<file path="src/rtl/sobel_window_stream.sv">
// Builds 3x3 Sobel windows from a 3-row x WIN_W tile that is filled from GRP-pixel beats.
// Rows roll forward one per sweep; the sweep direction optionally alternates between rows.
module sobel_window_stream #(
    parameter int unsigned PIX_W      = 8,
    parameter int unsigned WIN_W      = 8,
    parameter int unsigned GRP        = 4,
    parameter int unsigned SERPENTINE = 1
) (
    input  logic                       clk,
    input  logic                       n_rst,
    input  logic                       start,
    input  logic                       in_valid,
    output logic                       in_ready,
    input  logic [GRP*PIX_W-1:0]       in_pixels,
    input  logic                       in_last,
    output logic                       win_valid,
    input  logic                       win_ready,
    output logic [9*PIX_W-1:0]         win_data,
    output logic [$clog2(WIN_W)-1:0]   win_col,
    output logic                       frame_done
);

    localparam int unsigned N_GRP  = WIN_W / GRP;
    localparam int unsigned GRP_CW = (N_GRP > 1) ? $clog2(N_GRP) : 1;
    localparam int unsigned COL_W  = $clog2(WIN_W);

    localparam logic [COL_W-1:0]  COL_FIRST = COL_W'(1);
    localparam logic [COL_W-1:0]  COL_LAST  = COL_W'(WIN_W - 2);
    localparam logic [GRP_CW-1:0] GRP_LAST  = GRP_CW'(N_GRP - 1);

    typedef enum logic [2:0] {
        S_IDLE,
        S_FILL3,
        S_SWEEP,
        S_ADVANCE,
        S_FILL1,
        S_DONE
    } state_t;

    state_t                state_q, state_d;
    logic [GRP_CW-1:0]     grp_q, grp_d;
    logic [1:0]            row_q, row_d;
    logic [COL_W-1:0]      col_q, col_d;
    logic                  dir_q, dir_d;
    logic                  last_q, last_d;
    logic                  in_ready_q, in_ready_d;
    logic                  win_valid_q, win_valid_d;
    logic                  frame_done_q, frame_done_d;
    logic [9*PIX_W-1:0]    win_data_q, win_data_d;
    logic [PIX_W-1:0]      tile_q [3][WIN_W];
    logic [PIX_W-1:0]      tile_d [3][WIN_W];

    logic                  in_fire;
    logic                  win_fire;
    logic [COL_W-1:0]      base;
    logic [COL_W-1:0]      idx;

    assign in_fire  = in_ready_q && in_valid;
    assign win_fire = win_valid_q && win_ready;

    // Next-state, tile update and output flags
    always_comb begin
        state_d = state_q;
        grp_d   = grp_q;
        row_d   = row_q;
        col_d   = col_q;
        dir_d   = dir_q;
        last_d  = last_q;
        tile_d  = tile_q;

        unique case (state_q)
            S_IDLE: begin
                if (start) begin
                    state_d = S_FILL3;
                    grp_d   = '0;
                    row_d   = 2'd2;
                    last_d  = 1'b0;
                end
            end
            S_FILL3, S_FILL1: begin
                if (in_fire) begin
                    for (int g = 0; g < int'(GRP); g++) begin
                        tile_d[row_q][COL_W'(int'(grp_q) * int'(GRP) + g)] =
                            in_pixels[g*PIX_W +: PIX_W];
                    end
                    if (in_last) last_d = 1'b1;
                    if (grp_q == GRP_LAST) begin
                        grp_d = '0;
                        if (row_q == 2'd0) begin
                            state_d = S_SWEEP;
                            col_d   = dir_q ? COL_LAST : COL_FIRST;
                        end else begin
                            row_d = row_q - 2'd1;
                        end
                    end else begin
                        grp_d = grp_q + GRP_CW'(1);
                    end
                end
            end
            S_SWEEP: begin
                if (win_fire) begin
                    if (col_q == (dir_q ? COL_FIRST : COL_LAST)) begin
                        state_d = last_q ? S_DONE : S_ADVANCE;
                    end else begin
                        col_d = dir_q ? (col_q - COL_W'(1)) : (col_q + COL_W'(1));
                    end
                end
            end
            S_ADVANCE: begin
                tile_d[2] = tile_q[1];
                tile_d[1] = tile_q[0];
                if (SERPENTINE != 0) dir_d = ~dir_q;
                state_d = S_FILL1;
                grp_d   = '0;
                row_d   = 2'd0;
                last_d  = 1'b0;
            end
            S_DONE: begin
                dir_d   = 1'b0;
                state_d = S_IDLE;
            end
            default: state_d = S_IDLE;
        endcase

        in_ready_d   = (state_d == S_FILL3) || (state_d == S_FILL1);
        win_valid_d  = (state_d == S_SWEEP);
        frame_done_d = (state_d == S_DONE);
    end

    // Window taken from next-cycle tile/column so it is aligned with win_valid and frozen on stall
    always_comb begin
        win_data_d = '0;
        base       = (col_d == '0) ? '0 : (col_d - COL_W'(1));
        idx        = base;
        for (int r = 0; r < 3; r++) begin
            for (int j = 0; j < 3; j++) begin
                idx = base + COL_W'(j);
                win_data_d[(3*r + j)*PIX_W +: PIX_W] = tile_d[r][idx];
            end
        end
    end

    always_ff @(posedge clk or negedge n_rst) begin
        if (!n_rst) begin
            state_q      <= S_IDLE;
            grp_q        <= '0;
            row_q        <= '0;
            col_q        <= '0;
            dir_q        <= 1'b0;
            last_q       <= 1'b0;
            in_ready_q   <= 1'b0;
            win_valid_q  <= 1'b0;
            frame_done_q <= 1'b0;
            win_data_q   <= '0;
            for (int r = 0; r < 3; r++) begin
                for (int c = 0; c < int'(WIN_W); c++) begin
                    tile_q[r][c] <= '0;
                end
            end
        end else begin
            state_q      <= state_d;
            grp_q        <= grp_d;
            row_q        <= row_d;
            col_q        <= col_d;
            dir_q        <= dir_d;
            last_q       <= last_d;
            in_ready_q   <= in_ready_d;
            win_valid_q  <= win_valid_d;
            frame_done_q <= frame_done_d;
            win_data_q   <= win_data_d;
            tile_q       <= tile_d;
        end
    end

    assign in_ready   = in_ready_q;
    assign win_valid  = win_valid_q;
    assign win_data   = win_data_q;
    assign win_col    = col_q;
    assign frame_done = frame_done_q;

endmodule

</file>
<file path="config.mk">
export PLATFORM = sky130hd
export DESIGN_NAME = sobel_window_stream
export DESIGN_NICKNAME = d
export VERILOG_FILES = /design/src/rtl/sobel_window_stream.sv
export SDC_FILE = /design/constraint.sdc
export NUM_CORES = 1
export LEC_CHECK = 0
export ABC_CLOCK_PERIOD_IN_PS = 12000
export BUFFER_PORTS_ARGS = -buffer_cell sky130_fd_sc_hd__clkbuf_2
export CORE_MARGIN = 5
export CORE_UTILIZATION = 25
export DETAILED_ROUTE_END_ITERATION = 6
export SLEW_MARGIN = 5
export SYNTH_ARGS = -nofsm -noshare
export SYNTH_HDL_FRONTEND = slang
export SYNTH_SLANG_ARGS = --single-unit
</file>
<file path="constraint.sdc">
create_clock -name clk -period 12 [get_ports clk]
set_input_delay 0.6 -clock clk [delete_from_list [all_inputs] [get_ports clk]]
set_output_delay 0.6 -clock clk [all_outputs]
set_load 0.05 [all_outputs]
</file>
Word level (Yosys, flattened, before mapping)
Cells that the tools add are included.
{ "totals": {"regBits": 278, "inputBits": 38, "elab_cells": 179} }
{ "classes": {"n_addsub": 10, "magnitude_cmp": 13, "eq_ne": 15, "muxes": 81, "n_bitwise": 9, "reduce_logical": 17} }
{ "op_table": {"columns": ["op", "n"], "rows": [
  ["$bwmux 192", 4],
  ["$demux 64 s2", 4],
  ["$mux 64", 5],
  ["$pmux 128 s2", 1],
  ["$bmux 8 s3", 9],
  ["$mux 192", 1],
  ["$mux 8", 22],
  ["$demux 8 s3", 4],
  ["$mux 3", 16],
  ["$ge 3x4->1 const B", 4],
  ["$lt 3x1->1 const B", 5],
  ["$eq 3x3->1 const B", 4],
  ["$ge 4x4->1 const B", 3],
  ["$not 3->3", 4],
  ["$not 3->4", 3],
  ["$pmux 3 s4", 1],
  ["$ne 2x2->1 const B", 5],
  ["$add 3x1->3 const B", 3],
  ["$add 3x2->3 const B", 3],
  ["$eq 3x2->1 const B", 3],
  ["$mux 2", 4],
  ["$logic_and 1x1->1", 7],
  ["$eq 3x1->1 const B", 2],
  ["$logic_not 3->1", 2],
  ["20 further kinds", 26]
]} }

Depth between registers and ports, before layout
Gate-level depths: netlist of the first run.
{ "logic_depth": {"depth_word": 16, "mapped_depth": 18, "mapped_depth_nobuf": 13} }

Worst setup path before layout of the first run
Ideal clock, no wire load.
{ "synth_timing": {"kind": "register -> register", "start": "register col_q[1], in the netlist win_col[1]", "end": "register win_data_q[56], in the netlist win_data[56]", "setup_time_ns": 0.125, "arrival_ns": 4.835, "t_required_ns": 11.875, "slack_ns": 7.040, "stages_incl_launch_ff": 17, "path_buffers": 5, "period_less_slack_ns": 4.960, "cell_sequence": "dfrtp_1 > ha_1 > and4b_1 > nor4_4 > a2bb2oi_1 > and2_1 > inv_2 > clkbuf_1 > nand2_1 > clkbuf_1 > clkbuf_1 > o21ai_0 > ha_1 > clkbuf_1 > clkbuf_1 > mux4_2 > mux2_2"} }
{ "synth_via": {"elab_chain_cells": 12} }
{ "synth_lines": {"columns": ["element", "line_no", "rtl"], "rows": [
  ["start: declaration", "43", "logic [COL_W-1:0] col_q, col_d;"],
  ["start signal: assignment", "164", "col_q <= col_d;"],
  ["$add 3x1->3 or $sub 3x1->3 (tied branches)", "105", "col_d = dir_q ? (col_q - COL_W'(1)) : (col_q + COL_W'(1));"],
  ["$mux 3", "105", null],
  ["$mux 3", "102", "if (col_q == (dir_q ? COL_FIRST : COL_LAST)) begin"],
  ["$mux 3", "101", "if (win_fire) begin"],
  ["$pmux 3 s2 *", "71", "unique case (state_q)"],
  ["$sub 3x1->3 or $logic_not 3->1 (tied branches)", "133", "base = (col_d == '0) ? '0 : (col_d - COL_W'(1));"],
  ["$mux 3 *", "133", null],
  ["$add 3x1->3 *", "137", "idx = base + COL_W'(j);"],
  ["$not 3->4 (not written as such) *", "138", "win_data_d[(3*r + j)*PIX_W +: PIX_W] = tile_d[r][idx];"],
  ["$bmux 8 s3 *", "138", null],
  ["$mux 8 (not written as such) * (2 in a row)", "138", null],
  ["net win_data_d[56]", "49", "logic [9*PIX_W-1:0] win_data_q, win_data_d;"],
  ["end signal: assignment", "170", "win_data_q <= win_data_d;"],
  ["end: declaration", "49", null]
]} }
The timed path passes the listed nets; every way through them passes the cells marked *. The select of a mux whose other input is x is not followed.
A chain may end at the register's enable or synchronous reset.

Worst setup path in the final report of the first run
{ "layout_timing": {"start": "register dir_q", "end": "register win_data_q[14], in the netlist win_data[14]"} }
{ "layout_via": {"elab_chain_cells": 12} }
{ "layout_lines": {"columns": ["element", "line_no", "rtl"], "rows": [
  ["start: declaration", "44", "logic dir_q, dir_d;"],
  ["start signal: assignment", "165", "dir_q <= dir_d;"],
  ["$mux 3, on equally long branches", "102, 91", null],
  ["$eq 3x3->1 or $mux 3 (tied branches)", "102, 89", null],
  ["$mux 3, on equally long branches", "102, 87", null],
  ["$mux 3, on equally long branches", "101, 81", null],
  ["$pmux 3 s2 *", "71", null],
  ["$sub 3x1->3 or $logic_not 3->1 (tied branches)", "133", null],
  ["$mux 3 *", "133", null],
  ["$add 3x1->3 *", "137", null],
  ["$not 3->4 (not written as such) *", "138", null],
  ["$bmux 8 s3 *", "138", null],
  ["$mux 8 (not written as such) * (2 in a row)", "138", null],
  ["net win_data_d[14]", "49", null]
]} }
Marks and branches as above.

==> report_table.html, run 1 <==
<table>
<tr><th>Metric</th><th>Value</th></tr>
<tr><th colspan="2">Status</th></tr>
<tr><td>Run status</td><td>completed</td></tr>
<tr><th colspan="2">Setup path</th></tr>
<tr><td>Worst r2r src</td><td>dir_q$_DFFE_PN0P_</td></tr>
<tr><td>Worst Setup Start Kind</td><td>flop</td></tr>
<tr><td>Depth of the worst register-to-register path</td><td>14</td></tr>
<tr><td>Reg2reg setup slack</td><td>5840 ps</td></tr>
<tr><td>Data arrival time at the worst-slack endpoint</td><td>around 6600 ps</td></tr>
<tr><td>Worst Path Required</td><td>12450 ps</td></tr>
<tr><td>List of cells traversed by the critical path</td><td>ha_1, nor4bb_1, nor4_4, a2bb2oi_1, and2_2, buf_4, inv_2, buf_4, o21ai_4, inv_4, ha_2, buf_4, mux4_2, mux2_2</td></tr>
<tr><td>Crit path capture type</td><td>flop</td></tr>
<tr><td>Largest stage delay on the critical path</td><td>780 ps</td></tr>
<tr><td>Cell seen most often among critical-path stages</td><td>sky130_fd_sc_hd__buf_4</td></tr>
<tr><td>Crit Path Category</td><td>flop to flop</td></tr>
<tr><td>Maximum net fanout on the critical path</td><td>84</td></tr>
<tr><td>Reg-to-Reg End</td><td>win_data[14]$_DFF_PN0_</td></tr>
<tr><td>Cell at the slowest stage of the critical path</td><td>sky130_fd_sc_hd__ha_2</td></tr>
<tr><td>Number of buffer and inverter stages on the critical path</td><td>5</td></tr>
<tr><td>Gate family responsible for the most delay along the worst path</td><td>buffers and inverters</td></tr>
<tr><th colspan="2">Yosys</th></tr>
<tr><td>Part of the Yosys area used for sequential elements</td><td>49.1%</td></tr>
<tr><td>Syn_nets</td><td>1404</td></tr>
<tr><td>Most common flop cell mapped by yosys</td><td>sky130_fd_sc_hd__dfrtp_1</td></tr>
<tr><td>Count of cell types in the netlist</td><td>59</td></tr>
<tr><td>Async set-reset flop share out of synthesis</td><td>100%</td></tr>
<tr><td>Synthesized area per cell</td><td>10.4 sq um</td></tr>
<tr><td>Post-synthesis register bit count</td><td>278</td></tr>
<tr><td>Number of warning messages in the yosys log</td><td>0</td></tr>
<tr><td>Mapped cell area</td><td>14200 sq um</td></tr>
<tr><td>Number of instances in the synthesized netlist</td><td>around 1400</td></tr>
<tr><td>Count of flip-flops with a built-in enable after synthesis</td><td>0</td></tr>
<tr><th colspan="2">Clock tree</th></tr>
<tr><td>Post-CTS Setup Repair Bufs</td><td>0</td></tr>
<tr><td>TritonCTS clock tree</td><td>done</td></tr>
<tr><td>Sinks on Clock Net</td><td>roughly 280</td></tr>
<tr><td>Clk Latency, worst-skew pair</td><td>560 ps</td></tr>
<tr><td>Count of hold buffers inserted by post-cts repair</td><td>0</td></tr>
<tr><td>CTS H-tree lvls</td><td>1</td></tr>
<tr><td>Worst-case clock buffer depth</td><td>3</td></tr>
<tr><td>Total of cells resized after clock tree synthesis</td><td>0</td></tr>
<tr><td>Root Buffer Master</td><td>sky130_fd_sc_hd__clkbuf_16</td></tr>
<tr><td>Clock buffers created by TritonCTS</td><td>30</td></tr>
<tr><td>Clock slew seen by the registers of the worst setup and hold paths</td><td>around 60 ps</td></tr>
<tr><th colspan="2">STA</th></tr>
<tr><td>Number of max-slew violations in the final report</td><td>0</td></tr>
<tr><td>Post-Route Skew</td><td>~13 ps</td></tr>
<tr><td>Tmin final</td><td>between 6000 and 7000 ps</td></tr>
<tr><td>Final worst path period share</td><td>approximately half</td></tr>
<tr><td>Post-route setup slack</td><td>between 5000 and 6000 ps</td></tr>
<tr><td>Achievable Freq</td><td>approximately 160 MHz</td></tr>
<tr><td>Final setup violation count</td><td>0</td></tr>
<tr><td>Count of endpoints failing hold in the final timing report</td><td>0</td></tr>
<tr><td>Max-slew headroom</td><td>30.9%</td></tr>
<tr><td>Setup TNS</td><td>0 ps</td></tr>
<tr><td>Slew at the pin with the worst max-slew slack</td><td>1040 ps</td></tr>
<tr><td>Unrepaired setup endpoints after global routing</td><td>false</td></tr>
<tr><th colspan="2">Placement</th></tr>
<tr><td>Placement Cell Area</td><td>15400 sq um</td></tr>
<tr><td>DP Worst Slack</td><td>5870 ps</td></tr>
<tr><td>Number of port buffers</td><td>115</td></tr>
<tr><td>HPWL Detailed</td><td>31700 um</td></tr>
<tr><td>GPL Wtd Cong</td><td>0.858</td></tr>
<tr><th colspan="2">GRT</th></tr>
<tr><td>Initial antenna violation count</td><td>2</td></tr>
<tr><td>Congestion Overflow GR</td><td>0</td></tr>
<tr><td>Number of global-route vias before repair</td><td>11300</td></tr>
<tr><td>Gr usage total</td><td>roughly 15%</td></tr>
<tr><td>Global-route wire length before repair</td><td>72800 um</td></tr>
<tr><td>Largest net degree at the start of global routing</td><td>156</td></tr>
<tr><th colspan="2">Floorplan</th></tr>
<tr><td>Chip Height</td><td>~250 um</td></tr>
<tr><td>Total die area</td><td>61500 sq um</td></tr>
<tr><td>Site row count</td><td>87</td></tr>
<tr><td>I/O Pins</td><td>116</td></tr>
<tr><td>Initial core utilization</td><td>25.2%</td></tr>
<tr><td>Placeable core region</td><td>56300 sq um</td></tr>
<tr><td>DIE WIDTH</td><td>roughly 250 um</td></tr>
<tr><th colspan="2">Routing</th></tr>
<tr><td>Initial detailed-routing violation count</td><td>1434</td></tr>
<tr><td>Remaining number of nets flagged by the antenna check after routing</td><td>0</td></tr>
<tr><td>Via count normalized by instance count</td><td>5.35</td></tr>
<tr><td>Met2 wire len</td><td>about 20000 um</td></tr>
<tr><td>Total routed wire length on the met1 layer</td><td>21600 um</td></tr>
<tr><td>Routed length on met3</td><td>a little over 5000 um</td></tr>
<tr><td>WL per Instance</td><td>22.3 um</td></tr>
<tr><td>Total Routed Length</td><td>48400 um</td></tr>
<tr><td>Number of remaining DRC errors</td><td>0</td></tr>
<tr><td>Highest metal used</td><td>met5</td></tr>
<tr><td>Drt first pass iters</td><td>6</td></tr>
<tr><td>Via count</td><td>approximately 12000</td></tr>
<tr><th colspan="2">Power</th></tr>
<tr><td>Pwr/cell area</td><td>336 nW/um^2</td></tr>
<tr><td>Leakage power</td><td>7.72 nW</td></tr>
<tr><td>Maximum vdd drop</td><td>0.000264 V</td></tr>
<tr><td>Cell internal power dissipation</td><td>2.83 mW</td></tr>
<tr><td>Relative contribution of sequential cells to total power</td><td>~25%</td></tr>
<tr><td>Combinational group share of total power</td><td>57.3%</td></tr>
<tr><td>Clock network fraction of total power</td><td>between 15 and 20%</td></tr>
<tr><td>Switching power</td><td>between 2 and 3 mW</td></tr>
<tr><td>Fraction of power spent switching nets</td><td>between 40 and 50%</td></tr>
<tr><th colspan="2">Finish</th></tr>
<tr><td>Share of cells above drive strength 1</td><td>22.3%</td></tr>
<tr><td>Total non-filler cell area in the finished layout</td><td>between 15000 and 20000 sq um</td></tr>
<tr><td>Synth-to-Final Area Change</td><td>15.9%</td></tr>
<tr><td>Number of nets in the layout</td><td>1436</td></tr>
<tr><th colspan="2">Job</th></tr>
<tr><td>Max-cap viol count</td><td>0</td></tr>
<tr><th colspan="2">Min path</th></tr>
<tr><td>Hold crit path type</td><td>input pin to asynchronous set/reset pin</td></tr>
</table>
[power by group through the flow]
| stage | Clock (mW) | Sequential (mW) | Combinational, mW |
|---|---|---|---|
| finish | 0.968 | 1.39 | 3.16 |
| floorplan | 0 | 1.69 | 1.88 |
| CTS | 0.995 | 1.39 | 3.13 |
| detailed placement | 0 | 1.40 | 3.10 |
| global route | 1.03 | 1.42 | 3.35 |
| global placement | 0 | 1.40 | 3.05 |
[layout make-up]
| class | instances | area [sq um] |
|---|---|---|
| diodes | 4 | 10.0 |
| flip-flops and latches | 278 | 6960 |
| multi-input cells | 873 | 6430 |
| inverters | 70 | 265 |
| repair buffers | 139 | 778 |
| fillers | 5790 | 39900 |
| well taps | 756 | 946 |
| clock buffers | 41 | 883 |
| clock inverters | 12 | 154 |
[metal layers]
metal	vias to the layer above	track usage (%)
li1	5003	-
met1	5868	23.2
met2	667	21.8
met3	90	2.80
met4	2	4.57
met5	-	0
[logic make-up (layout without fill, tap and decap cells)]
group           count (synthesis)  in the layout  synth area share [%]
fa+ha+maj                       6              6                 0.583
simple gates                  318            318                  9.63
xor+xnor                        4              4                 0.300
flops                         278            278                  49.1
compound gates                370            370                  17.4
mux                           175            175                  17.2
other cells                     0              4                     0
buf+inv                       209            262                  5.78
[synth_stat cells (all sizes together), types with 33 or more instances]
cell type,n,area share [%]
mux2i,68,4.8
mux2,59,4.7
inv,70,1.9
dfrtp,278,49
a21oi,81,2.9
clkbuf,115,3.0
nand2,222,5.9
a22oi,69,3.7
o22ai,33,1.5
o21ai,57,2.1
mux4,48,7.7
[state kept, by name, indices dropped and copies added (netlist names)]
name        cells
in_ready        1
win_col         3
grp_q           1
frame_done      1
row_q           2
dir_q           1
win_data       72
tile_q        192
last_q          1
state_q         3
win_valid       1
[worst max path at each step]
stage	start	to	slack [ps]	cells after the start
finish	dir_q$_DFFE_PN0P_	win_data[14]$_DFF_PN0_	5840	14
floorplan	win_col[1]$_DFF_PN0_	win_data[56]$_DFF_PN0_	7040	16
global route	dir_q$_DFFE_PN0P_	win_data[10]$_DFF_PN0_	5530	14
global placement	dir_q$_DFFE_PN0P_	win_data[10]$_DFF_PN0_	6070	14
CTS	dir_q$_DFFE_PN0P_	win_data[14]$_DFF_PN0_	5860	14
detailed placement	dir_q$_DFFE_PN0P_	win_data[14]$_DFF_PN0_	5870	14
[through the flow]
| step | utilization (%) | hold slack, ps | total power [mW] | instances |
|---|---|---|---|---|
| finish | 29.2 | 83.4 | 5.52 | 2173 |
| CTS | 29.2 | 169 | 5.51 | 2169 |
| global placement | 27.3 | 409 | 4.45 | 2116 |
| detailed placement | 27.3 | 421 | 4.51 | 2116 |
| floorplan | - | 304 | 3.57 | 1360 |
| global route | 29.2 | 178 | 5.80 | 2170 |
[cells in the final DEF, fill, tap and decap left out, types with 45 or more instances in the layout]
master,netlist,layout
sky130_fd_sc_hd__mux2i_1,68,68
sky130_fd_sc_hd__mux4_2,45,45
sky130_fd_sc_hd__o21ai_0,55,55
sky130_fd_sc_hd__mux2_2,59,59
sky130_fd_sc_hd__a22oi_1,69,69
sky130_fd_sc_hd__dfrtp_1,278,278
sky130_fd_sc_hd__a21oi_1,81,81
sky130_fd_sc_hd__clkbuf_2,0,114
sky130_fd_sc_hd__inv_1,67,66
sky130_fd_sc_hd__nand2_1,222,222
No activity file was read; power rests on OpenSTA's default activity.
==> inputs of run 2 (changes only) <==
--- a/config.mk
+++ b/config.mk
@@ -5,7 +5,8 @@
 export SDC_FILE = /design/constraint.sdc
 export NUM_CORES = 1
 export LEC_CHECK = 0
-export ABC_CLOCK_PERIOD_IN_PS = 12000
+export ABC_AREA = 1
+export ABC_CLOCK_PERIOD_IN_PS = 6300
 export BUFFER_PORTS_ARGS = -buffer_cell sky130_fd_sc_hd__clkbuf_2
 export CORE_MARGIN = 5
 export CORE_UTILIZATION = 25
==> constraint.sdc (replaced) <==
create_clock -name clk -period 6.3 [get_ports clk]
set_input_delay 0.315 -clock clk [delete_from_list [all_inputs] [get_ports clk]]
set_output_delay 0.315 -clock clk [all_outputs]
set_load 0.05 [all_outputs]
==> run 2 against run 1 <==
Net effect: clock skew grew 13 ps; die area grew 17%; via count grew 40%; global-route usage grew 1.7 points; worst hold slack lost 73 ps; sequential share of layout area shrank 5.5 points; fmax grew 40%; synthesized area grew 18%; wire length grew 29%; setup slack lost 3900 ps; first-iteration DRC count grew 30%; synthesized cell count grew 83%; critical endpoint is now win_data[22]$_DFF_PN0_; highest routed layer unchanged.
==> report_table.html, run 2 <==
<table>
<tr><th>Metric</th><th>Value</th></tr>
<tr><th colspan="2">Clock tree</th></tr>
<tr><td>Clock slew seen by the registers of the worst setup and hold paths</td><td>60 ps</td></tr>
<tr><td>Clk Latency, worst-skew pair</td><td>~540 ps</td></tr>
<tr><td>Clock buffers created by TritonCTS</td><td>35</td></tr>
<tr><td>Root Buffer Master</td><td>sky130_fd_sc_hd__clkbuf_16</td></tr>
<tr><td>CTS H-tree lvls</td><td>2</td></tr>
<tr><td>Post-CTS Setup Repair Bufs</td><td>0</td></tr>
<tr><td>TritonCTS clock tree</td><td>done</td></tr>
<tr><td>Sinks on Clock Net</td><td>278</td></tr>
<tr><td>Worst-case clock buffer depth</td><td>3</td></tr>
<tr><th colspan="2">STA</th></tr>
<tr><td>Unrepaired setup endpoints after global routing</td><td>false</td></tr>
<tr><td>Number of max-slew violations in the final report</td><td>0</td></tr>
<tr><td>Tmin final</td><td>4390 ps</td></tr>
<tr><td>Final setup violation count</td><td>0</td></tr>
<tr><td>Count of endpoints failing hold in the final timing report</td><td>0</td></tr>
<tr><td>Max-slew headroom</td><td>approximately 27%</td></tr>
<tr><td>Achievable Freq</td><td>between 200 and 250 MHz</td></tr>
<tr><td>Final worst path period share</td><td>a little over two thirds</td></tr>
<tr><td>Setup TNS</td><td>0 ps</td></tr>
<tr><td>Slew at the pin with the worst max-slew slack</td><td>1090 ps</td></tr>
<tr><td>Post-Route Skew</td><td>25.3 ps</td></tr>
<tr><th colspan="2">Placement</th></tr>
<tr><td>Number of port buffers</td><td>115</td></tr>
<tr><td>HPWL Detailed</td><td>between 40000 and 50000 um</td></tr>
<tr><td>GPL Wtd Cong</td><td>a little under 0.9</td></tr>
<tr><th colspan="2">Floorplan</th></tr>
<tr><td>Total die area</td><td>72200 sq um</td></tr>
<tr><td>Initial core utilization</td><td>between 20% and 30%</td></tr>
<tr><td>Chip Height</td><td>269 um</td></tr>
<tr><td>Placeable core region</td><td>66100 sq um</td></tr>
<tr><td>Site row count</td><td>94</td></tr>
<tr><td>DIE WIDTH</td><td>approximately 270 um</td></tr>
<tr><td>I/O Pins</td><td>116</td></tr>
<tr><th colspan="2">Setup path</th></tr>
<tr><td>Cell seen most often among critical-path stages</td><td>sky130_fd_sc_hd__nand2_1</td></tr>
<tr><td>Reg2reg setup slack</td><td>1910 ps</td></tr>
<tr><td>Maximum net fanout on the critical path</td><td>107</td></tr>
<tr><td>Crit Path Category</td><td>flop to flop</td></tr>
<tr><td>Worst r2r src</td><td>state_q[2]$_DFF_PN0_</td></tr>
<tr><td>Number of buffer and inverter stages on the critical path</td><td>2</td></tr>
<tr><td>Largest stage delay on the critical path</td><td>roughly 860 ps</td></tr>
<tr><td>Cell at the slowest stage of the critical path</td><td>sky130_fd_sc_hd__buf_4</td></tr>
<tr><td>Data arrival time at the worst-slack endpoint</td><td>between 4000 and 5000 ps</td></tr>
<tr><td>Depth of the worst register-to-register path</td><td>14</td></tr>
<tr><td>Reg-to-Reg End</td><td>win_data[22]$_DFF_PN0_</td></tr>
<tr><td>Gate family responsible for the most delay along the worst path</td><td>simple AND/OR/NAND/NOR gates</td></tr>
<tr><td>Crit path capture type</td><td>flop</td></tr>
<tr><td>Worst Path Required</td><td>6760 ps</td></tr>
<tr><td>Worst Setup Start Kind</td><td>flop</td></tr>
<tr><td>List of cells traversed by the critical path</td><td>nand2_1, nand2_2, nor2_8, nand2_1, o21ai_1, nand2_1, nand2_2, inv_2, nand2_8, buf_4, nand3_1, nand3_1, nand3_1, nand2_1</td></tr>
<tr><th colspan="2">Finish</th></tr>
<tr><td>Filler cells</td><td>around 7300</td></tr>
<tr><td>Register with the highest flop count</td><td>tile_q</td></tr>
<tr><td>Util after Layout</td><td>28.6%</td></tr>
<tr><td>Number of nets in the layout</td><td>between 2000 and 3000</td></tr>
<tr><td>Flip-flop count of the largest register after layout</td><td>192</td></tr>
<tr><td>Commonest non-fill, non-tap cell in the layout</td><td>sky130_fd_sc_hd__nand2_1</td></tr>
<tr><td>Commonest non-fill, non-tap cells in the layout</td><td>sky130_fd_sc_hd__nand2_1, sky130_fd_sc_hd__nand3_1, sky130_fd_sc_hd__inv_1, sky130_fd_sc_hd__dfrtp_1, sky130_fd_sc_hd__nor2_1</td></tr>
<tr><td>Share of cells above drive strength 1</td><td>roughly 9%</td></tr>
<tr><td>Synth-to-Final Area Change</td><td>12.8%</td></tr>
<tr><th colspan="2">Status</th></tr>
<tr><td>Run status</td><td>completed</td></tr>
<tr><th colspan="2">GRT</th></tr>
<tr><td>Global-route wire length before repair</td><td>94900 um</td></tr>
<tr><td>Gr usage total</td><td>16.9%</td></tr>
<tr><td>Initial antenna violation count</td><td>1</td></tr>
<tr><td>Number of global-route vias before repair</td><td>15200</td></tr>
<tr><td>Largest net degree at the start of global routing</td><td>151</td></tr>
<tr><td>Congestion Overflow GR</td><td>0</td></tr>
<tr><th colspan="2">Min path</th></tr>
<tr><td>Hold Path Stages</td><td>3</td></tr>
<tr><td>Sink of the worst hold path</td><td>last_q$_DFFE_PN0P_</td></tr>
<tr><td>Startpoint of the most critical hold path</td><td>in_last</td></tr>
<tr><td>Hold crit path type</td><td>input pin to flop</td></tr>
<tr><th colspan="2">Routing</th></tr>
<tr><td>Number of remaining DRC errors</td><td>0</td></tr>
<tr><td>Total Routed Length</td><td>62600 um</td></tr>
<tr><td>Remaining number of nets flagged by the antenna check after routing</td><td>0</td></tr>
<tr><td>Drt first pass iters</td><td>5</td></tr>
<tr><td>Via count</td><td>16300</td></tr>
<tr><td>WL per Instance</td><td>18.6 um</td></tr>
<tr><td>Via count normalized by instance count</td><td>4.84</td></tr>
<tr><td>Initial detailed-routing violation count</td><td>1866</td></tr>
<tr><th colspan="2">Yosys</th></tr>
<tr><td>Fraction of post-synthesis cell area in the top cell type by area</td><td>41.6%</td></tr>
<tr><td>Count of flip-flops with a built-in enable after synthesis</td><td>0</td></tr>
<tr><td>Synthesized area per cell</td><td>6.72 sq um</td></tr>
<tr><td>Mapped cell area</td><td>approximately 17000 sq um</td></tr>
<tr><td>Post-synthesis register bit count</td><td>278</td></tr>
<tr><td>Number of warning messages in the yosys log</td><td>0</td></tr>
<tr><td>Most common flop cell mapped by yosys</td><td>sky130_fd_sc_hd__dfrtp_1</td></tr>
<tr><td>Cells taking the most area after synthesis</td><td>sky130_fd_sc_hd__dfrtp_1, sky130_fd_sc_hd__nand3_1, sky130_fd_sc_hd__nand2_1</td></tr>
<tr><td>Post-synth top area cell</td><td>sky130_fd_sc_hd__dfrtp_1</td></tr>
<tr><td>Synth cell count leaders</td><td>sky130_fd_sc_hd__nand2_1, sky130_fd_sc_hd__nand3_1, sky130_fd_sc_hd__inv_1</td></tr>
<tr><td>Part of the Yosys area used for sequential elements</td><td>41.6%</td></tr>
<tr><td>Async set-reset flop share out of synthesis</td><td>100%</td></tr>
<tr><td>Count of cell types in the netlist</td><td>30</td></tr>
<tr><td>Number of instances in the synthesized netlist</td><td>2493</td></tr>
<tr><td>Syn_nets</td><td>2537</td></tr>
<tr><td>Most repeated cell in the gate-level netlist after synthesis</td><td>sky130_fd_sc_hd__nand2_1</td></tr>
<tr><th colspan="2">Job</th></tr>
<tr><td>Max-cap viol count</td><td>0</td></tr>
</table>
## run 2: cell types whose count changed in the layout (fill, tap and decap cells not counted), sizes merged, moves of 32 or more
cell | before | now
nand3 | 21 | 520
inv | 72 | 371
a22oi | 69 | 1
mux4 | 48 | 0
a21oi | 81 | 34
mux2 | 59 | 0
o21a | 0 | 32
nand2 | 222 | 622
nor2 | 29 | 271
o22ai | 33 | 0
mux2i | 68 | 0
nor3 | 14 | 67
## run 2: cell type report
cell class | count | area, sq um | share of cell area (%)
diodes | 1 | 2.50 | 0.0132
clock buffers | 52 | 1030 | 5.46
clock inverters | 5 | 50.0 | 0.265
inverters | 376 | 1420 | 7.50
multi-input cells | 1649 | 7550 | 40.0
flip-flops and latches | 278 | 6960 | 36.8
well taps | 864 | 1080 | 5.72
repair buffers | 140 | 801 | 4.24
## run 2: cell families after synthesis
family / after synthesis / synth area share (%)
AO/OA/AOI/OAI: 144 / 5.29
XOR/XNOR: 3 / 0.381
adder cells (fa/ha/maj): 6 / 0.493
buffers and inverters: 566 / 13.6
flip-flops: 278 / 41.6
AND/OR/NAND/NOR: 1496 / 38.6
## run 2: through the flow
stage / setup slack (ps) / cells / cell area [sq um] / hold slack (ps)
2_1_floorplan: 2890 / 2493 / 16700 / 19.4
3_3_place_gp: 2030 / 3306 / 17800 / 315
3_5_place_dp: 2030 / 3306 / 17800 / 314
4_1_cts: 2000 / 3364 / 18900 / 2.99
5_1_grt: 1650 / 3364 / 18900 / 53.8
6_report: 1910 / 3365 / 18900 / 10.6
## run 2: worst min-delay path: cells and delay by family
family	cells	cell delay, ps
buf+inv	1	80
compound gates	1	50
simple gates	1	50
## run 2: repair_timing
| item | CTS | global route |
|---|---|---|
| gates resized for setup | 0 | 0 |
| hold buffers | 1 | 0 |
| endpoints found under the hold margin | 60 | 0 |
## run 2: per-layer routing
layer	vias up	track usage, %	routed length (um)
met4	2	5.27	2000
met2	610	26.6	28300
met3	88	3.22	4820
li1	7779	-	-
met5	-	0	13
met1	7799	23.6	27500
## run 2: worst max path at each step
| stage | from | end | slack [ps] | depth (start not counted) |
|---|---|---|---|---|
| 2_1_floorplan | win_col[1]$_DFF_PN0_ | win_data[61]$_DFF_PN0_ | 2890 | 17 |
| 3_3_place_gp | state_q[2]$_DFF_PN0_ | win_data[13]$_DFF_PN0_ | 2030 | 15 |
| 3_5_place_dp | state_q[2]$_DFF_PN0_ | win_data[17]$_DFF_PN0_ | 2030 | 14 |
| 4_1_cts | state_q[2]$_DFF_PN0_ | win_data[6]$_DFF_PN0_ | 2000 | 14 |
| 5_1_grt | state_q[2]$_DFF_PN0_ | win_data[20]$_DFF_PN0_ | 1650 | 14 |
| 6_report | state_q[2]$_DFF_PN0_ | win_data[22]$_DFF_PN0_ | 1910 | 14 |
Power of run 2 is left out: the tool's default activity adds up to more than one toggle a clock period on the data nets, which glitch-free logic cannot reach.
==> inputs of run 3 (changes only) <==
--- a/config.mk
+++ b/config.mk
@@ -6,7 +6,7 @@
 export NUM_CORES = 1
 export LEC_CHECK = 0
 export ABC_AREA = 1
-export ABC_CLOCK_PERIOD_IN_PS = 6300
+export ABC_CLOCK_PERIOD_IN_PS = 3830
 export BUFFER_PORTS_ARGS = -buffer_cell sky130_fd_sc_hd__clkbuf_2
 export CORE_MARGIN = 5
 export CORE_UTILIZATION = 25
==> constraint.sdc (replaced) <==
create_clock -name clk -period 3.83 [get_ports clk]
set_input_delay 0.1915 -clock clk [delete_from_list [all_inputs] [get_ports clk]]
set_output_delay 0.1915 -clock clk [all_outputs]
set_load 0.05 [all_outputs]
==> run 3 against run 2 <==
Net effect: sequential cell count did not move; cell area up 0.88%; critical path depth up 1; largest cell class unchanged; highest routed layer is now met4.
==> report_table.html, run 3 (same netlist as run 2, synthesis figures left out) <==
<table>
<tr><th>Metric</th><th>Value</th></tr>
<tr><th colspan="2">GRT</th></tr>
<tr><td>Number of global-route vias before repair</td><td>between 15000 and 20000</td></tr>
<tr><td>Initial antenna violation count</td><td>0</td></tr>
<tr><td>Congestion Overflow GR</td><td>0</td></tr>
<tr><td>Largest net degree at the start of global routing</td><td>around 190</td></tr>
<tr><td>Gr usage total</td><td>16.9%</td></tr>
<tr><td>Global-route wire length before repair</td><td>between 90000 and 100000 um</td></tr>
<tr><th colspan="2">Setup path</th></tr>
<tr><td>Largest stage delay on the critical path</td><td>between 500 and 600 ps</td></tr>
<tr><td>Crit Path Category</td><td>flop to flop</td></tr>
<tr><td>Reg2reg setup slack</td><td>around 360 ps</td></tr>
<tr><td>Gate family responsible for the most delay along the worst path</td><td>buffers and inverters</td></tr>
<tr><td>Launch point of the worst path</td><td>win_col[0]$_DFF_PN0_</td></tr>
<tr><td>Worst Path Required</td><td>4330 ps</td></tr>
<tr><td>Data arrival time at the worst-slack endpoint</td><td>around 4000 ps</td></tr>
<tr><td>Depth of the worst register-to-register path</td><td>15</td></tr>
<tr><td>Reg-to-Reg End</td><td>win_data[51]$_DFF_PN0_</td></tr>
<tr><td>Maximum net fanout on the critical path</td><td>56</td></tr>
<tr><td>Crit path capture type</td><td>flop</td></tr>
<tr><td>Cell seen most often among critical-path stages</td><td>sky130_fd_sc_hd__nand3_1</td></tr>
<tr><td>Worst r2r src</td><td>win_col[0]$_DFF_PN0_</td></tr>
<tr><td>Cell at the slowest stage of the critical path</td><td>sky130_fd_sc_hd__buf_4</td></tr>
<tr><td>Number of buffer and inverter stages on the critical path</td><td>4</td></tr>
<tr><td>List of cells traversed by the critical path</td><td>fa_1, nand3_1, nand2_1, nand3_1, nand3_1, nand2_2, buf_4, nand3_1, nand2_2, buf_4, inv_2, buf_12, nand3_1, nand3_1, nand2_1</td></tr>
<tr><td>Worst Setup Start Kind</td><td>flop</td></tr>
<tr><th colspan="2">Placement</th></tr>
<tr><td>GPL Wtd Cong</td><td>0.898</td></tr>
<tr><td>Number of port buffers</td><td>115</td></tr>
<tr><td>HPWL Detailed</td><td>43900 um</td></tr>
<tr><td>Placement Cell Area</td><td>18000 sq um</td></tr>
<tr><th colspan="2">STA</th></tr>
<tr><td>Final setup violation count</td><td>0</td></tr>
<tr><td>Post-Route Skew</td><td>14.4 ps</td></tr>
<tr><td>Number of max-slew violations in the final report</td><td>0</td></tr>
<tr><td>Achievable Freq</td><td>289 MHz</td></tr>
<tr><td>Tmin final</td><td>~3500 ps</td></tr>
<tr><td>Slew at the pin with the worst max-slew slack</td><td>1120 ps</td></tr>
<tr><td>Final worst path period share</td><td>90.5%</td></tr>
<tr><td>Count of endpoints failing hold in the final timing report</td><td>0</td></tr>
<tr><td>Unrepaired setup endpoints after global routing</td><td>false</td></tr>
<tr><td>Max-slew headroom</td><td>25.3%</td></tr>
<tr><td>Setup TNS</td><td>0 ps</td></tr>
<tr><th colspan="2">Clock tree</th></tr>
<tr><td>Clock buffers created by TritonCTS</td><td>30</td></tr>
<tr><td>Worst-case clock buffer depth</td><td>3</td></tr>
<tr><td>Clock slew seen by the registers of the worst setup and hold paths</td><td>~60 ps</td></tr>
<tr><td>Clk Latency, worst-skew pair</td><td>580 ps</td></tr>
<tr><td>Post-CTS Setup Repair Bufs</td><td>0</td></tr>
<tr><td>TritonCTS clock tree</td><td>done</td></tr>
<tr><td>Sinks on Clock Net</td><td>between 200 and 300</td></tr>
<tr><td>Root Buffer Master</td><td>sky130_fd_sc_hd__clkbuf_16</td></tr>
<tr><td>CTS H-tree lvls</td><td>1</td></tr>
<tr><th colspan="2">Routing</th></tr>
<tr><td>Drt first pass iters</td><td>6</td></tr>
<tr><td>Remaining number of nets flagged by the antenna check after routing</td><td>0</td></tr>
<tr><td>Via count normalized by instance count</td><td>4.87</td></tr>
<tr><td>Number of remaining DRC errors</td><td>0</td></tr>
<tr><td>Total Routed Length</td><td>63400 um</td></tr>
<tr><td>Initial detailed-routing violation count</td><td>2000</td></tr>
<tr><td>WL per Instance</td><td>18.7 um</td></tr>
<tr><td>Via count</td><td>around 16000</td></tr>
<tr><th colspan="2">Finish</th></tr>
<tr><td>Total non-filler cell area in the finished layout</td><td>19100 sq um</td></tr>
<tr><td>Number of nets in the layout</td><td>2538</td></tr>
<tr><td>Commonest non-fill, non-tap cell in the layout</td><td>sky130_fd_sc_hd__nand2_1</td></tr>
<tr><td>Synth-to-Final Area Change</td><td>13.8%</td></tr>
<tr><td>Util after Layout</td><td>28.8%</td></tr>
<tr><td>Share of cells above drive strength 1</td><td>9.29%</td></tr>
<tr><td>Commonest non-fill, non-tap cells in the layout</td><td>sky130_fd_sc_hd__nand2_1, sky130_fd_sc_hd__nand3_1, sky130_fd_sc_hd__inv_1, sky130_fd_sc_hd__dfrtp_1, sky130_fd_sc_hd__nor2_1</td></tr>
<tr><td>Register with the highest flop count</td><td>tile_q</td></tr>
<tr><td>Flip-flop count of the largest register after layout</td><td>around 190</td></tr>
<tr><td>Diodes inserted</td><td>0</td></tr>
<tr><th colspan="2">Min path</th></tr>
<tr><td>Hold Path Stages</td><td>5</td></tr>
<tr><td>Startpoint of the most critical hold path</td><td>win_ready</td></tr>
<tr><td>Hold crit path type</td><td>input pin to flop</td></tr>
<tr><td>Sink of the worst hold path</td><td>frame_done$_DFF_PN0_</td></tr>
<tr><th colspan="2">Floorplan</th></tr>
<tr><td>Site row count</td><td>94</td></tr>
<tr><td>Initial core utilization</td><td>between 20% and 30%</td></tr>
<tr><td>Total die area</td><td>about 72000 sq um</td></tr>
<tr><td>I/O Pins</td><td>116</td></tr>
<tr><td>Placeable core region</td><td>66100 sq um</td></tr>
<tr><td>Chip Height</td><td>about 270 um</td></tr>
<tr><td>DIE WIDTH</td><td>269 um</td></tr>
<tr><th colspan="2">Job</th></tr>
<tr><td>Max-cap viol count</td><td>0</td></tr>
<tr><th colspan="2">Status</th></tr>
<tr><td>Run status</td><td>completed</td></tr>
</table>
## run 3: cell count changes in the layout (fill, tap and decap cells not counted), moves of 3 or more
cell / before / now
sky130_fd_sc_hd__clkbuf_16: 37 / 31
sky130_fd_sc_hd__buf_4: 22 / 25
sky130_fd_sc_hd__clkbuf_1: 10 / 7
sky130_fd_sc_hd__buf_12: 2 / 10
sky130_fd_sc_hd__dlygate4sd3_1: 1 / 9
sky130_fd_sc_hd__clkinv_2: 4 / 10
## run 3: worst max path at each step
stage / end / slack [ps] / cells after the start
after floorplan: win_data[61]$_DFF_PN0_ / 420 / 17
after global placement: win_data[49]$_DFF_PN0_ / 500 / 12
after detailed placement: win_data[14]$_DFF_PN0_ / 460 / 15
after CTS: win_data[14]$_DFF_PN0_ / 440 / 15
after global routing: win_data[14]$_DFF_PN0_ / 180 / 15
final: win_data[51]$_DFF_PN0_ / 360 / 15
## run 3: layout make-up
class                           count  area (sq um)
Sequential cell                   278          6960
Tap cell                          864          1080
Inverter                          376          1420
Multi-Input combinational cell   1649          7550
Clock inverter                     13           118
Fill cell                        7248         47000
Timing Repair Buffer              159          1060
Clock buffer                       43           871
## run 3: routing by layer
metal / GRT usage [%] / part of all wire, % / up-vias
li1: - / - / 7787
met1: 23.5 / 43 / 7860
met2: 27.2 / 46 / 737
met3: 3.11 / 8.4 / 86
met4: 4.45 / 2.7 / 0
met5: 0 / 0 / -
## run 3: through the flow
stage	hold slack, ps	cells	setup WS [ps]
2_1_floorplan	-104	2493	421
3_3_place_gp	297	3317	498
3_5_place_dp	296	3317	462
4_1_cts	5.05	3382	442
5_1_grt	33.4	3382	184
6_report	12.7	3382	364
## run 3: what timing repair did
| item | in CTS | in global routing |
|---|---|---|
| hold endpoints to repair | 96 | 0 |
| gates resized for setup | 0 | 0 |
| hold buffers | 9 | 0 |
## run 3: tightest hold or removal path: stages
cell and delay (ps):
sky130_fd_sc_hd__clkbuf_2 80, sky130_fd_sc_hd__nand2_1 90, sky130_fd_sc_hd__nor2_1 50, sky130_fd_sc_hd__nand2_1 90, sky130_fd_sc_hd__nor2_1 50
Power of run 3 is left out for the same reason.
